<file path="config.mk">
export PLATFORM = sky130hd
export DESIGN_NAME = activation_unit_flat
export DESIGN_NICKNAME = d
export VERILOG_FILES = /design/src/rtl/activation_unit_if.sv /design/src/rtl/activation_unit.sv /design/src/flat_wrapper.sv
export SDC_FILE = /design/constraint.sdc
export NUM_CORES = 2
export LEC_CHECK = 0
export ABC_AREA = 1
export ABC_CLOCK_PERIOD_IN_PS = 6800
export CORE_MARGIN = 10
export CORE_UTILIZATION = 42
export DETAILED_ROUTE_END_ITERATION = 16
export GPL_ROUTABILITY_DRIVEN = 0
export PLACE_DENSITY = 0.66
export SETUP_SLACK_MARGIN = 0.15
export SKIP_CTS_REPAIR_TIMING = 1
export SYNTH_ARGS = -nofsm -noshare
export SYNTH_HDL_FRONTEND = slang
export SYNTH_MEMORY_MAX_BITS = 65536
export SYNTH_SLANG_ARGS = --single-unit
</file>
<file path="constraint.sdc">
create_clock -name clk -period 6.8 [get_ports clk]
set_clock_uncertainty 0.1 [all_clocks]
set_input_delay 1.02 -clock clk [delete_from_list [all_inputs] [get_ports clk]]
set_output_delay 1.02 -clock clk [all_outputs]
set_load 0.05 [all_outputs]
</file>
<file path="src/rtl/activation_unit_if.sv">
// Streaming, configuration and status signals of activation_unit.
// The master side drives beats and configuration; the slave side is the unit.
interface activation_unit_if #(
    parameter int unsigned Q_SIZE    = 16,
    parameter int unsigned LANES     = 2,
    parameter int unsigned SLOT_BITS = 2,
    parameter int unsigned LUT_DEPTH = 4,
    parameter int unsigned CFG_W     = 32
);
    logic                      in_valid;
    logic                      in_ready;
    logic [LANES*Q_SIZE-1:0]   in_x;
    logic [2:0]                in_mode;
    logic [SLOT_BITS-1:0]      in_slot;

    logic                      out_valid;
    logic                      out_ready;
    logic [LANES*Q_SIZE-1:0]   out_fx;
    logic [LANES-1:0]          out_sat;

    logic                      cfg_we;
    logic [SLOT_BITS-1:0]      cfg_slot;
    logic [LUT_DEPTH-1:0]      cfg_addr;
    logic [CFG_W-1:0]          cfg_data;
    logic                      cfg_clr;
    logic [15:0]               sat_count;

    modport master (
        output in_valid, in_x, in_mode, in_slot, out_ready,
        output cfg_we, cfg_slot, cfg_addr, cfg_data, cfg_clr,
        input  in_ready, out_valid, out_fx, out_sat, sat_count
    );

    modport slave (
        input  in_valid, in_x, in_mode, in_slot, out_ready,
        input  cfg_we, cfg_slot, cfg_addr, cfg_data, cfg_clr,
        output in_ready, out_valid, out_fx, out_sat, sat_count
    );
endinterface

</file>
<file path="src/rtl/activation_unit.sv">
// Three-stage streaming activation unit: per-slot piecewise-linear LUT (a*x+b) or
// fixed identity/step/ReLU/leaky-ReLU on LANES signed fixed-point lanes per beat.
module activation_unit #(
    parameter int unsigned Q_INT      = 8,
    parameter int unsigned Q_FRAC     = 8,
    parameter int unsigned LANES      = 2,
    parameter int unsigned LUT_DEPTH  = 4,
    parameter int unsigned SLOT_BITS  = 2,
    parameter int unsigned A_Q_INT    = 4,
    parameter int unsigned A_Q_FRAC   = 12,
    parameter int unsigned B_Q_INT    = 8,
    parameter int unsigned B_Q_FRAC   = 8,
    parameter int unsigned LEAK_SHIFT = 3
) (
    input  logic             clk,
    input  logic             rst_n,
    activation_unit_if.slave bus
);
    localparam int unsigned Q_SIZE  = Q_INT + Q_FRAC;
    localparam int unsigned A_W     = A_Q_INT + A_Q_FRAC;
    localparam int unsigned B_W     = B_Q_INT + B_Q_FRAC;
    localparam int unsigned CFG_W   = A_W + B_W;
    localparam int unsigned ADDR_W  = SLOT_BITS + LUT_DEPTH;
    localparam int unsigned ENTRIES = 1 << ADDR_W;
    localparam int unsigned X_W     = LANES * Q_SIZE;
    localparam int unsigned PROD_W  = A_W + Q_SIZE;
    localparam int unsigned SUM_W   = PROD_W + 1;
    localparam int unsigned B_SHIFT = A_Q_FRAC + Q_FRAC - B_Q_FRAC;

    localparam logic [Q_SIZE-1:0] FX_MAX = {1'b0, {(Q_SIZE-1){1'b1}}};
    localparam logic [Q_SIZE-1:0] FX_MIN = {1'b1, {(Q_SIZE-1){1'b0}}};
    localparam logic [Q_SIZE-1:0] FX_ONE = Q_SIZE'(1) << Q_FRAC;

    // Reset release is synchronised; run goes high two edges after rst_n rises.
    logic [1:0] rst_sync;
    logic       run;

    always_ff @(posedge clk or negedge rst_n) begin
        if (!rst_n) rst_sync <= '0;
        else        rst_sync <= {rst_sync[0], 1'b1};
    end
    assign run = rst_sync[1];

    logic             en;
    logic             v1, v2, out_valid_q;
    logic [X_W-1:0]   out_fx_q;
    logic [LANES-1:0] out_sat_q;
    logic [15:0]      sat_cnt_q;

    assign en            = ~out_valid_q | bus.out_ready;
    assign bus.in_ready  = en;
    assign bus.out_valid = out_valid_q;
    assign bus.out_fx    = out_fx_q;
    assign bus.out_sat   = out_sat_q;
    assign bus.sat_count = sat_cnt_q;

    // Coefficient store, one copy per lane so every lane reads in parallel.
    logic [CFG_W-1:0]  lut     [LANES][ENTRIES];
    logic [ADDR_W-1:0] rd_addr [LANES];

    always_ff @(posedge clk) begin
        if (bus.cfg_we) begin
            for (int l = 0; l < int'(LANES); l++) begin
                lut[l][{bus.cfg_slot, bus.cfg_addr}] <= bus.cfg_data;
            end
        end
    end

    // Segment index is the top LUT_DEPTH bits of x, sign bit included, read as unsigned.
    always_comb begin
        for (int l = 0; l < int'(LANES); l++) begin
            rd_addr[l] = {bus.in_slot, bus.in_x[l*Q_SIZE + Q_SIZE - 1 -: LUT_DEPTH]};
        end
    end

    logic [2:0]               mode1, mode2;
    logic [X_W-1:0]           x1, x2;
    logic [CFG_W-1:0]         coef1 [LANES];
    logic signed [PROD_W-1:0] prod2 [LANES];
    logic signed [B_W-1:0]    b2    [LANES];

    // Datapath registers: S1 captures x and the LUT word, S2 forms the product.
    always_ff @(posedge clk) begin
        if (en) begin
            mode1 <= bus.in_mode;
            x1    <= bus.in_x;
            mode2 <= mode1;
            x2    <= x1;
            for (int l = 0; l < int'(LANES); l++) begin
                coef1[l] <= lut[l][rd_addr[l]];
                prod2[l] <= PROD_W'($signed(coef1[l][CFG_W-1 -: A_W]))
                          * PROD_W'($signed(x1[l*Q_SIZE +: Q_SIZE]));
                b2[l]    <= $signed(coef1[l][B_W-1:0]);
            end
        end
    end

    logic [X_W-1:0]   fx_c;
    logic [LANES-1:0] sat_c;

    // S3: align b to the product point, floor to Q_FRAC, saturate, then mode select.
    always_comb begin
        logic signed [Q_SIZE-1:0] xv;
        logic signed [SUM_W-1:0]  sum;
        logic signed [SUM_W-1:0]  res;
        logic                     ovf;
        logic [Q_SIZE-1:0]        lut_fx;
        fx_c   = '0;
        sat_c  = '0;
        xv     = '0;
        sum    = '0;
        res    = '0;
        ovf    = 1'b0;
        lut_fx = '0;
        for (int l = 0; l < int'(LANES); l++) begin
            xv     = $signed(x2[l*Q_SIZE +: Q_SIZE]);
            sum    = SUM_W'(prod2[l]) + (SUM_W'(b2[l]) <<< B_SHIFT);
            res    = sum >>> A_Q_FRAC;
            ovf    = (res[SUM_W-1:Q_SIZE-1] != '0) && (res[SUM_W-1:Q_SIZE-1] != '1);
            lut_fx = ovf ? (res[SUM_W-1] ? FX_MIN : FX_MAX) : res[Q_SIZE-1:0];
            case (mode2)
                3'd0: begin
                    fx_c[l*Q_SIZE +: Q_SIZE] = lut_fx;
                    sat_c[l]                 = ovf;
                end
                3'd1: fx_c[l*Q_SIZE +: Q_SIZE] = xv;
                3'd2: fx_c[l*Q_SIZE +: Q_SIZE] = xv[Q_SIZE-1] ? '0 : FX_ONE;
                3'd3: fx_c[l*Q_SIZE +: Q_SIZE] = xv[Q_SIZE-1] ? '0 : xv;
                3'd4: begin
                    if (xv[Q_SIZE-1]) fx_c[l*Q_SIZE +: Q_SIZE] = xv >>> LEAK_SHIFT;
                    else              fx_c[l*Q_SIZE +: Q_SIZE] = xv;
                end
                default: ;
            endcase
        end
    end

    // Stage valids and the output register; reset discards everything in flight.
    always_ff @(posedge clk or negedge rst_n) begin
        if (!rst_n) begin
            v1          <= 1'b0;
            v2          <= 1'b0;
            out_valid_q <= 1'b0;
            out_fx_q    <= '0;
            out_sat_q   <= '0;
        end else if (!run) begin
            v1          <= 1'b0;
            v2          <= 1'b0;
            out_valid_q <= 1'b0;
            out_fx_q    <= '0;
            out_sat_q   <= '0;
        end else if (en) begin
            v1          <= bus.in_valid;
            v2          <= v1;
            out_valid_q <= v2;
            out_fx_q    <= fx_c;
            out_sat_q   <= sat_c;
        end
    end

    // Saturated-beat counter: sticky at all-ones, clear beats a same-cycle increment.
    always_ff @(posedge clk or negedge rst_n) begin
        if (!rst_n) begin
            sat_cnt_q <= '0;
        end else if (!run || bus.cfg_clr) begin
            sat_cnt_q <= '0;
        end else if (out_valid_q && bus.out_ready && (|out_sat_q) && (sat_cnt_q != 16'hFFFF)) begin
            sat_cnt_q <= sat_cnt_q + 16'd1;
        end
    end
endmodule

</file>
<file path="src/flat_wrapper.sv">
// flat-port wrapper written by rule: the top's interface ports become plain ports
module activation_unit_flat 
#(
    parameter int unsigned Q_INT      = 8,
    parameter int unsigned Q_FRAC     = 8,
    parameter int unsigned LANES      = 2,
    parameter int unsigned LUT_DEPTH  = 4,
    parameter int unsigned SLOT_BITS  = 2,
    parameter int unsigned A_Q_INT    = 4,
    parameter int unsigned A_Q_FRAC   = 12,
    parameter int unsigned B_Q_INT    = 8,
    parameter int unsigned B_Q_FRAC   = 8,
    parameter int unsigned LEAK_SHIFT = 3
)
  (clk, rst_n, bus_in_valid, bus_in_x, bus_in_mode, bus_in_slot, bus_out_ready, bus_cfg_we, bus_cfg_slot, bus_cfg_addr, bus_cfg_data, bus_cfg_clr, bus_in_ready, bus_out_valid, bus_out_fx, bus_out_sat, bus_sat_count);
  activation_unit_if #(.LANES(LANES), .SLOT_BITS(SLOT_BITS), .LUT_DEPTH(LUT_DEPTH)) bus_i ();
  input  logic clk;
  input  logic rst_n;
  input wire logic [$bits(bus_i.in_valid)-1:0] bus_in_valid;
  input wire logic [$bits(bus_i.in_x)-1:0] bus_in_x;
  input wire logic [$bits(bus_i.in_mode)-1:0] bus_in_mode;
  input wire logic [$bits(bus_i.in_slot)-1:0] bus_in_slot;
  input wire logic [$bits(bus_i.out_ready)-1:0] bus_out_ready;
  input wire logic [$bits(bus_i.cfg_we)-1:0] bus_cfg_we;
  input wire logic [$bits(bus_i.cfg_slot)-1:0] bus_cfg_slot;
  input wire logic [$bits(bus_i.cfg_addr)-1:0] bus_cfg_addr;
  input wire logic [$bits(bus_i.cfg_data)-1:0] bus_cfg_data;
  input wire logic [$bits(bus_i.cfg_clr)-1:0] bus_cfg_clr;
  output wire logic [$bits(bus_i.in_ready)-1:0] bus_in_ready;
  output wire logic [$bits(bus_i.out_valid)-1:0] bus_out_valid;
  output wire logic [$bits(bus_i.out_fx)-1:0] bus_out_fx;
  output wire logic [$bits(bus_i.out_sat)-1:0] bus_out_sat;
  output wire logic [$bits(bus_i.sat_count)-1:0] bus_sat_count;
  assign bus_i.in_valid = bus_in_valid;
  assign bus_i.in_x = bus_in_x;
  assign bus_i.in_mode = bus_in_mode;
  assign bus_i.in_slot = bus_in_slot;
  assign bus_i.out_ready = bus_out_ready;
  assign bus_i.cfg_we = bus_cfg_we;
  assign bus_i.cfg_slot = bus_cfg_slot;
  assign bus_i.cfg_addr = bus_cfg_addr;
  assign bus_i.cfg_data = bus_cfg_data;
  assign bus_i.cfg_clr = bus_cfg_clr;
  assign bus_in_ready = bus_i.in_ready;
  assign bus_out_valid = bus_i.out_valid;
  assign bus_out_fx = bus_i.out_fx;
  assign bus_out_sat = bus_i.out_sat;
  assign bus_sat_count = bus_i.sat_count;
  activation_unit #(.Q_INT(Q_INT), .Q_FRAC(Q_FRAC), .LANES(LANES), .LUT_DEPTH(LUT_DEPTH), .SLOT_BITS(SLOT_BITS), .A_Q_INT(A_Q_INT), .A_Q_FRAC(A_Q_FRAC), .B_Q_INT(B_Q_INT), .B_Q_FRAC(B_Q_FRAC), .LEAK_SHIFT(LEAK_SHIFT)) u_core (.clk(clk), .rst_n(rst_n), .bus(bus_i));
endmodule
</file>
==> impl_metrics.env <==
export IMPL_synth_edf_count=2254
export IMPL_drt_total_wl_um=461000
export IMPL_outcome="finished, final reports clean"
export IMPL_synth_area_leaders="edfxtp_1 (52%), o21ai_0 (10%), nor2_1 (8.5%)"
export IMPL_htreeDepth=4
export IMPL_pin_count=133
export IMPL_postRouteAntennaNets=0
export IMPL_yosysTopAreaCell="edfxtp_1"
export IMPL_grt_pass1_vias=103000
export IMPL_power_total_w=0.0686
export IMPL_power_density_nw_per_um2=479
export IMPL_yosysSeqAreaShare_pct=53.3
export IMPL_max_freq_ghz=0.156
export IMPL_crit_type="reg -> reg"
export IMPL_r2r_start="u_core.x1[22]"
export IMPL_clk_pin_slew_ps=60
export IMPL_first_pass_iters=10
export IMPL_final_common_cell="nor2_1"
export IMPL_portBuffers=132
export IMPL_vias=108000
export IMPL_relSlewSlack_pct=7.89
export IMPL_die_y_um=576
export IMPL_yosys_warnings=0
export IMPL_worst_pin_slew_ps=1380
export IMPL_cts_sinks=2309
export IMPL_nets=13900
export IMPL_grt_usage_pct=26.5
export IMPL_drt_iter0_markers=18000
export IMPL_antenna_found_initial=47
export IMPL_p_leak_nw=52.3
export IMPL_cp_required_ps=7290
export IMPL_start_util_pct=42.3
export IMPL_drive_gt1_share_pct=6.34
export IMPL_wl_per_cell_um=26.4
export IMPL_synth_top_area_share_pct=52.2
export IMPL_coreArea_um2=307000
export IMPL_netlist_area_um2=130000
export IMPL_die_area_um2=331000
export IMPL_worstSetupEndpointType="register"
export IMPL_irDropWorstVdd_uv=1420
export IMPL_design_area_um2=143000
export IMPL_synth_ff_type="edfxtp_1"
export IMPL_numCtsBuffers=249
export IMPL_grt_pass1_wl_um=670000
export IMPL_crit_start="u_core.x1[22]"
export IMPL_synth_distinct_cells=57
export IMPL_netlist_instances=13400
export IMPL_grt_overflow=0
export IMPL_hold_path_class="in -> async"
export IMPL_rsz0062_at_grt="true"
export IMPL_mostFrequentLayoutCells="nor2_1 (2856), o21ai_0 (2594), edfxtp_1 (2254)"
export IMPL_drt_vias_per_instance=6.22
export IMPL_cts_max_path_buffers=4
export IMPL_syn_to_final_growth_pct=10.6
export IMPL_worstPathArrival_ps=6910
export IMPL_synth_async_reset_ratio_pct=2.38
export IMPL_setup_viol=0
export IMPL_cts_root_buffer="clkbuf_16"
export IMPL_syn_avg_cell_area_um2=9.65
export IMPL_ys_ff_latch=2309
export IMPL_cp_start_kind="register"
export IMPL_critPathMaxFanout=10
export IMPL_maxCapViolations=0
export IMPL_syn_nets=14200
export IMPL_clock_latency_ps=980
export IMPL_cts_tree="built"
export IMPL_hold_viol=0
export IMPL_hpwlAfterDp_um=275000
export IMPL_final_min_clock_period_ps=6420
export IMPL_drcViolationCount=0
export IMPL_rows=203
export IMPL_slew_violations=0
export IMPL_setup_tns_ps=0
export IMPL_grt_max_degree=175
export IMPL_dpl_cell_area_um2=135000
export IMPL_die_w_um=576
export IMPL_finalCritPeriodShare_pct=94.4
-- path summary, 6_finish.rpt --
| check | endpoint | slack (ps) | cells after the start |
|---|---|---|---|
| max in group asynchronous | u_core.bus.out_fx[18] | 5930 | 2 |
| worst max register to register | u_core.prod2[0][60] | 380 | 24 |
| min in group clk | u_core.rst_sync[1] | 250 | 0 |
| worst min-delay path | u_core.bus.sat_count[14] | 160 | 2 |
| worst max-delay path | u_core.prod2[0][60] | 380 | 24 |
| worst min register to register | u_core.rst_sync[1] | 250 | 0 |
-- cell usage after synthesis (2+ instances only) --
library cell  instances
nor2_1             2921
o21ai_0            2595
edfxtp_1           2254
o22ai_1            1255
inv_1              1007
nand2_1             968
clkbuf_1            776
fa_1                524
ha_1                199
buf_2               181
a21oi_1             130
nand3_1              77
o32ai_1              67
o21ai_1              64
dfrtp_1              55
xor2_1               45
xnor2_1              43
buf_4                41
nor3_1               29
nand4_1              24
a22oi_1              22
nand2_2              17
o211ai_1             16
a31oi_1              14
or2_2                13
o221ai_1             12
buf_1                11
nor2_2                7
o21bai_1              7
nand3_2               6
o21a_1                6
buf_6                 5
nand3b_1              5
inv_2                 4
nor4_1                4
a221oi_1              3
a22o_1                2
clkinv_1              2
nand2_4               2
or2_0                 2
-- critical path, stage by stage (launching register included) --
cell      delay [ps]
edfxtp_1         560
buf_4            250
nand2_1           60
inv_1             70
fa_1             530
inv_1             50
fa_1             580
fa_1             440
fa_1             500
inv_1             60
fa_1             540
inv_1             60
fa_1             540
inv_1             50
ha_1             320
a21oi_1          150
inv_1             70
a21oi_1          120
inv_1             50
a21oi_1          260
o211ai_1         140
buf_4            170
a21oi_1          230
o21ai_1          110
xor2_1           140
-- through the flow --
step | setup WS (ps) | utilization (%) | cells | hold WS, ps
after floorplan | 741 | - | 13400 | 231
after global placement | 408 | 44.2 | 17000 | 233
after detailed placement | 375 | 44.2 | 17000 | 235
after CTS | 307 | 46.7 | 17400 | 159
after global routing | 79.9 | 46.8 | 17400 | 220
final | 379 | 46.8 | 17400 | 161
-- flip-flops by register name (all words and copies together) (netlist names), 3 cells and up --
register	cells
u_core.prod2	40
u_core.coef1	64
u_core.x1	32
u_core.lut	2048
u_core.mode2	3
u_core.b2	32
u_core.mode1	3
u_core.x2	32
u_core.bus.out_fx	32
u_core.bus.sat_count	16
-- layer usage --
metal  vias up  wire [um]  GRT usage [%]
met2      8078     200000           40.0
met1     52400     168000           34.9
met3      1548      68000           7.95
met5         -        314              0
met4        40      24900           12.4
li1      46400          -              -
-- power by group --
part	total, W	switching (W)	internal, W
clock	0.0134	0.00583	0.00758
sequential	0.0180	0.000313	0.0176
combinational	0.0372	0.0234	0.0138
total	0.0686	0.0296	0.0390
-- final cells by class --
type	instances	area, um^2
antenna	12	30.0
clock buffer	307	6470
clock inverter	148	1370
fill	27900	163000
inverter	1013	3860
multi-input combinational	9093	53100
sequential	2309	69100
tap	4100	5130
timing repair buffer	464	4360
-- logic make-up after synthesis --
logic type | after synthesis | share of synthesized area, %
other | 1 | 0.00289
AO/OA/AOI/OAI | 4199 | 17.8
flip-flops | 2309 | 53.3
XOR/XNOR | 88 | 0.594
adder cells (fa/ha/maj) | 723 | 10.0
buffers and inverters | 2030 | 6.22
AND/OR/NAND/NOR | 4082 | 12.1
Power figures use the tool's default switching activity.
